$ cat config.mk
export PLATFORM = sky130hd
export DESIGN_NAME = rv32i_fetch_unit
export DESIGN_NICKNAME = d
export VERILOG_FILES = /design/src/rtl/rv32i_fetch_unit.sv
export SDC_FILE = /design/constraint.sdc
export NUM_CORES = 1
export LEC_CHECK = 0
export CAP_MARGIN = 20
export CELL_PAD_IN_SITES_DETAIL_PLACEMENT = 1
export CELL_PAD_IN_SITES_GLOBAL_PLACEMENT = 1
export CORE_MARGIN = 1.5
export CORE_UTILIZATION = 32
export DETAILED_ROUTE_END_ITERATION = 7
export GPL_TIMING_DRIVEN = 1
export PLACE_DENSITY = 0.92
export SYNTH_ARGS = -nofsm -noshare
export SYNTH_HDL_FRONTEND = slang
export SYNTH_SLANG_ARGS = --single-unit
$ cat constraint.sdc
create_clock -name clk -period 3.9 [get_ports clk]
set_input_delay 0.585 -clock clk [delete_from_list [all_inputs] [get_ports clk]]
set_output_delay 0.585 -clock clk [all_outputs]
set_load 0.01 [all_outputs]
$ cat src/rtl/rv32i_fetch_unit.sv
// ----------------------------------------------------------------------------
// rv32i_fetch_unit
//
// Instruction-fetch stage sitting directly in front of a registered-read
// instruction memory. Every cycle it drives the byte address the memory should
// read next. It pairs the word coming back with the address issued one cycle
// earlier, and flags that pair as valid for the IF/ID register.
//
// Stalls make the memory re-read the held word. Taken branches/jumps redirect
// the fetch and kill the wrong-path word in the same cycle. A misaligned
// redirect target latches a sticky fault that only reset clears.
//
// Ports
//   clk            system clock, rising edge
//   rst            asynchronous, active-high reset
//   i_stall        decode cannot accept; hold the current instruction
//   i_redirect     taken branch/jump from EX; discard the current instruction
//   i_redirect_pc  redirect target
//   o_imem_addr    byte address to the instruction memory (combinational)
//   i_imem_inst    instruction memory read data (1-cycle latency)
//   o_pc           PC of the instruction on o_inst
//   o_inst         instruction to IF/ID (pass-through of i_imem_inst)
//   o_valid        o_inst/o_pc carry a real, correct-path instruction
//   o_fault        sticky misaligned-redirect fault
//   o_fault_pc     offending redirect target (0 when no fault)
//   o_fetch_cnt    number of instructions accepted by decode (wraps)
// ----------------------------------------------------------------------------
module rv32i_fetch_unit #(
    parameter int unsigned                 INST_WIDTH = 32,
    parameter logic [INST_WIDTH-1:0]       RESET_PC   = '0
) (
    input  logic                  clk,
    input  logic                  rst,
    input  logic                  i_stall,
    input  logic                  i_redirect,
    input  logic [INST_WIDTH-1:0] i_redirect_pc,
    output logic [INST_WIDTH-1:0] o_imem_addr,
    input  logic [INST_WIDTH-1:0] i_imem_inst,
    output logic [INST_WIDTH-1:0] o_pc,
    output logic [INST_WIDTH-1:0] o_inst,
    output logic                  o_valid,
    output logic                  o_fault,
    output logic [INST_WIDTH-1:0] o_fault_pc,
    output logic [31:0]           o_fetch_cnt
);

    localparam logic [INST_WIDTH-1:0] PcStep = INST_WIDTH'(4);

    typedef enum logic [1:0] {
        StBoot,
        StRun,
        StFault
    } state_e;

    state_e                  state_q, state_d;
    logic [INST_WIDTH-1:0]   pc_q;
    logic [INST_WIDTH-1:0]   fault_pc_q, fault_pc_d;
    logic [31:0]             fetch_cnt_q, fetch_cnt_d;
    logic [INST_WIDTH-1:0]   imem_addr;
    logic                    valid;
    logic                    redirect_bad;
    logic                    redirect_ok;
    logic                    accept;

    // Redirect classification; only meaningful while in StRun.
    always_comb begin
        redirect_bad = i_redirect && (i_redirect_pc[1:0] != 2'b00);
        redirect_ok  = i_redirect && (i_redirect_pc[1:0] == 2'b00);
    end

    // ------------------------------------------------------------------------
    // FSM: state register
    // ------------------------------------------------------------------------
    always_ff @(posedge clk or posedge rst) begin
        if (rst) begin
            state_q <= StBoot;
        end else begin
            state_q <= state_d;
        end
    end

    // ------------------------------------------------------------------------
    // FSM: next state
    // ------------------------------------------------------------------------
    always_comb begin
        state_d = state_q;
        unique case (state_q)
            StBoot:  state_d = StRun;
            StRun:   if (redirect_bad) state_d = StFault;
            StFault: state_d = StFault;
            default: state_d = StBoot;
        endcase
    end

    // ------------------------------------------------------------------------
    // FSM: outputs (fetch address and valid)
    // ------------------------------------------------------------------------
    always_comb begin
        imem_addr = pc_q;
        valid     = 1'b0;
        unique case (state_q)
            StBoot: begin
                imem_addr = RESET_PC;
            end
            StRun: begin
                if (redirect_bad) begin
                    // Freeze the fetch address; the fault state holds it there.
                    imem_addr = pc_q;
                end else if (redirect_ok) begin
                    // Wrong-path word is killed in the redirect cycle itself.
                    imem_addr = i_redirect_pc;
                end else if (i_stall) begin
                    // Re-read the same word so it is still on the bus next cycle.
                    imem_addr = pc_q;
                    valid     = 1'b1;
                end else begin
                    imem_addr = pc_q + PcStep;
                    valid     = 1'b1;
                end
            end
            StFault: begin
                imem_addr = pc_q;
            end
            default: begin
                imem_addr = RESET_PC;
            end
        endcase
    end

    // ------------------------------------------------------------------------
    // Datapath next-state
    // ------------------------------------------------------------------------
    always_comb begin
        accept      = valid && !i_stall;
        fetch_cnt_d = accept ? fetch_cnt_q + 32'd1 : fetch_cnt_q;
        fault_pc_d  = fault_pc_q;
        if (state_q == StRun && redirect_bad) begin
            fault_pc_d = i_redirect_pc;
        end
    end

    // pc_q is by definition the address issued last cycle, i.e. the PC of the
    // word the memory is returning now.
    always_ff @(posedge clk or posedge rst) begin
        if (rst) begin
            pc_q        <= RESET_PC;
            fault_pc_q  <= '0;
            fetch_cnt_q <= '0;
        end else begin
            pc_q        <= imem_addr;
            fault_pc_q  <= fault_pc_d;
            fetch_cnt_q <= fetch_cnt_d;
        end
    end

    // ------------------------------------------------------------------------
    // Output assignments
    // ------------------------------------------------------------------------
    always_comb begin
        o_imem_addr = imem_addr;
        o_pc        = pc_q;
        o_inst      = i_imem_inst;
        o_valid     = valid;
        o_fault     = (state_q == StFault);
        o_fault_pc  = (state_q == StFault) ? fault_pc_q : '0;
        o_fetch_cnt = fetch_cnt_q;
    end

endmodule
==> results.sh <==
export IMPL_finalSetupViolCount=0
export IMPL_wl_mm=18.2
export IMPL_rsz0062_at_grt="false"
export IMPL_clk_pin_slew_worst_paths_ns=0.07
export IMPL_path_common_cell="clkdlybuf4s50_1"
export IMPL_synth_edff_count=0
export IMPL_maxClockFrequency_ghz=0.265
export IMPL_dr_pass1_iters=4
export IMPL_syn_avg_cell_area_sq_um=10.0
export IMPL_grt_max_degree=81
export IMPL_clockBufferDepth=2
export IMPL_dr_first_iter_drc_count=286
export IMPL_final_layout_size_suffix_gt1_share_pct=13.1
export IMPL_crit_required_ns=3.31
export IMPL_synth_seq_area_share_pct=45.6
export IMPL_wl_per_cell_um=20.1
export IMPL_ant_nets=0
export IMPL_hold_ws_ns=0.490
export IMPL_die_area_sq_mm=0.0176
export IMPL_postLayoutCellArea_sq_mm=0.00752
export IMPL_placeableCoreArea_sq_mm=0.0165
export IMPL_grt_usage_pct=20.7
export IMPL_crit_start="i_stall"
export IMPL_r2r_cells=7
export IMPL_critPathArrivalTime_ns=3.19
export IMPL_path_class="in -> out"
export IMPL_synth_top_area_share_pct=45.6
export IMPL_p_sw_uw=438
export IMPL_antenna_cells=0
export IMPL_io_buffers=165
export IMPL_cp_end_kind="output port"
export IMPL_min_delay_start="o_fetch_cnt[31]$_DFFE_PP0P_"
export IMPL_cts_htree_levels=3
export IMPL_yosysTopAreaCell="dfrtp_1"
export IMPL_clockPowerShare_pct=44.9
export IMPL_regArea_sq_mm=0.00245
export IMPL_dr_total_vias=4780
export IMPL_fin_nets=754
export IMPL_tritoncts="yes"
export IMPL_synth_area_leaders="dfrtp_1, mux2_2, buf_4"
export IMPL_p_total_mw=2.01
export IMPL_synthesis_area_sq_mm=0.00537
export IMPL_drc=0
export IMPL_synth_cells=536
export IMPL_fin_crit_sh_pct=96.8
export IMPL_synth_seq_cells=98
export IMPL_ys_async_sr_fraction_pct=100
export IMPL_worst_ir_drop_vdd_uv=196
export IMPL_slew_headroom_pct=62.2
export IMPL_r2r_start="state_q[1]$_DFFE_PP0P_"
export IMPL_p_int_mw=1.57
export IMPL_vias_per_cell=5.28
export IMPL_synth_cell_types=54
export IMPL_power_density_mw_per_mm2=267
export IMPL_cpPeakStageDelay_ns=0.61
export IMPL_cts_made_buffers=9
export IMPL_finalClockSkew_ns=0.00741
export IMPL_fin_cells=905
export IMPL_fill_cells=1819
export IMPL_p_comb_share_pct=4.5
export IMPL_finalSetupTns_ns=0
export IMPL_holdPathStages=1
export IMPL_syn_num_nets=609
export IMPL_ys_flop_type="dfrtp_1"
export IMPL_postCtsSetupBuffers=0
export IMPL_initial_core_util_pct=32.6
export IMPL_leakage_nw=3.27
export IMPL_hold_class="reg -> reg"
export IMPL_status="finished, final reports clean"
export IMPL_grt_busiest_layer="met2"
export IMPL_max_cap_violations=0
export IMPL_dp_slack_ns=-0.0517
export IMPL_synth_common_cells="dfrtp_1, nand2_1, and2_1"
export IMPL_fp_dieH_um=133
export IMPL_path_cells="clkdlybuf4s50_1 -> nand4b_2 -> or4_4 -> buf_4 -> nor3_1 -> o221ai_1 -> a21oi_1 -> clkdlybuf4s50_1"
export IMPL_ios=230
export IMPL_grt_pass1_vias=5037
export IMPL_dp_cells=889
export IMPL_antenna_found_initial=0
export IMPL_yosysMostFrequentCell="dfrtp_1"
export IMPL_cts_root_buf="clkbuf_16"
export IMPL_swShare_pct=21.8
export IMPL_grt_pass1_wl_mm=28.7
export IMPL_clock_sinks=98
export IMPL_slew_viol_final=0
export IMPL_gp_congestion=0.809
export IMPL_dp_final_hpwl_mm=13.7
export IMPL_cp_slowest_cell="clkdlybuf4s50_1"
export IMPL_worst_slack_ns=0.125
export IMPL_die_x_um=133
export IMPL_startpoint_type="input pin"
export IMPL_multi_input_area_sq_mm=0.00257
export IMPL_use_met3_pct=5.59
export IMPL_cp_max_fo=4
export IMPL_syn_to_final_growth_pct=39.9
export IMPL_clk_insertion_delay_late_ns=0.35
export IMPL_grt_use_met2_pct=35.2
export IMPL_worstMarginPinSlew_ns=0.568
export IMPL_grt_use_met1_pct=25.5
export IMPL_num_rows=47
export IMPL_seq_power_share_pct=50.6
export IMPL_timing_final_crit_period_ns=3.77
export IMPL_final_util_pct=45.7
export IMPL_hold_violations=0
export IMPL_grt_overflow=0
export IMPL_placed_cell_area_sq_mm=0.00717
export IMPL_yosysWarnings=0
[cells in the final DEF (no fill, tap or decap), types with 3 or more instances in the layout]
| cell | n |
|---|---|
| nand4_1 | 13 |
| buf_4 | 25 |
| nor2_1 | 28 |
| ha_1 | 5 |
| o21ai_0 | 21 |
| nand3_1 | 20 |
| dfrtp_1 | 98 |
| nor3b_1 | 4 |
| a22o_1 | 4 |
| and4_1 | 5 |
| and3_1 | 11 |
| mux2_2 | 34 |
| clkbuf_16 | 9 |
| o21a_1 | 4 |
| nor4_1 | 4 |
| o31a_1 | 3 |
| o22ai_1 | 5 |
| nand2_1 | 41 |
| a22oi_1 | 12 |
| inv_1 | 10 |
| xnor2_1 | 21 |
| clkdlybuf4s50_1 | 162 |
| xor2_1 | 14 |
| nor3_1 | 16 |
| a21oi_1 | 20 |
| o211ai_1 | 4 |
| and2_1 | 38 |
[registers in the layout, indices dropped and copies added (netlist names)]
name / count
fault_pc_q: 32
o_pc: 32
state_q: 2
o_fetch_cnt: 32
[logic make-up (layout without fill, tap and decap cells)]
group,after synthesis,count (layout),synth area share [%]
flops,98,98,45.6
simple gates,200,200,21.2
buf+inv,69,218,7.22
mux,36,36,7.50
xor+xnor,35,35,5.71
fa+ha+maj,5,5,1.16
compound gates,93,93,11.6
[power by group through the flow]
stage               sequential [mW]  clock, mW  combinational, mW
finish                         1.02      0.901             0.0907
global route                   1.02      0.960             0.0996
CTS                            1.02      0.917             0.0896
detailed placement             1.04          0             0.0889
global placement               1.04          0             0.0877
floorplan                      1.04          0             0.0624
[what timing repair did]
| item | CTS | global route |
|---|---|---|
| setup endpoints to repair | 2 | 6 |
| cloned | 0 | 0 |
| resized for setup | 2 | 6 |
| pin swaps | 0 | 0 |
| hold buffers | 0 | 0 |
[layer usage]
layer	share of wire [%]	routed length, um
met5	0	0
met4	2.0	357
met3	7.3	1330
met2	49	9000
met1	41	7550
[worst max-delay path, delay by kind of cell]
| family | cells | cell delay [ns] |
|---|---|---|
| simple gates | 3 | 0.94 |
| compound gates | 2 | 0.43 |
| buf+inv | 3 | 1.23 |
[final cells by class]
class                   count  share of cell area [%]
multi-input cells         369                    34.2
well taps                 220                    3.66
inverters                  11                   0.583
flip-flops and latches     98                    32.6
repair buffers            192                    25.1
clock buffers              12                    3.28
clock inverters             3                   0.533
[path summary, 6_finish.rpt]
path                                                to  slack [ns]
setup / recovery                       o_imem_addr[26]        0.13
hold / removal             o_fetch_cnt[31]$_DFFE_PP0P_        0.49
setup reg to reg           o_fetch_cnt[16]$_DFFE_PP0P_        1.61
hold reg to reg            o_fetch_cnt[31]$_DFFE_PP0P_        0.49
max in group asynchronous           o_pc[15]$_DFF_PP0_        2.35
min in group asynchronous  o_fetch_cnt[27]$_DFFE_PP0P_        0.60
No activity file was read; power rests on OpenSTA's default activity.
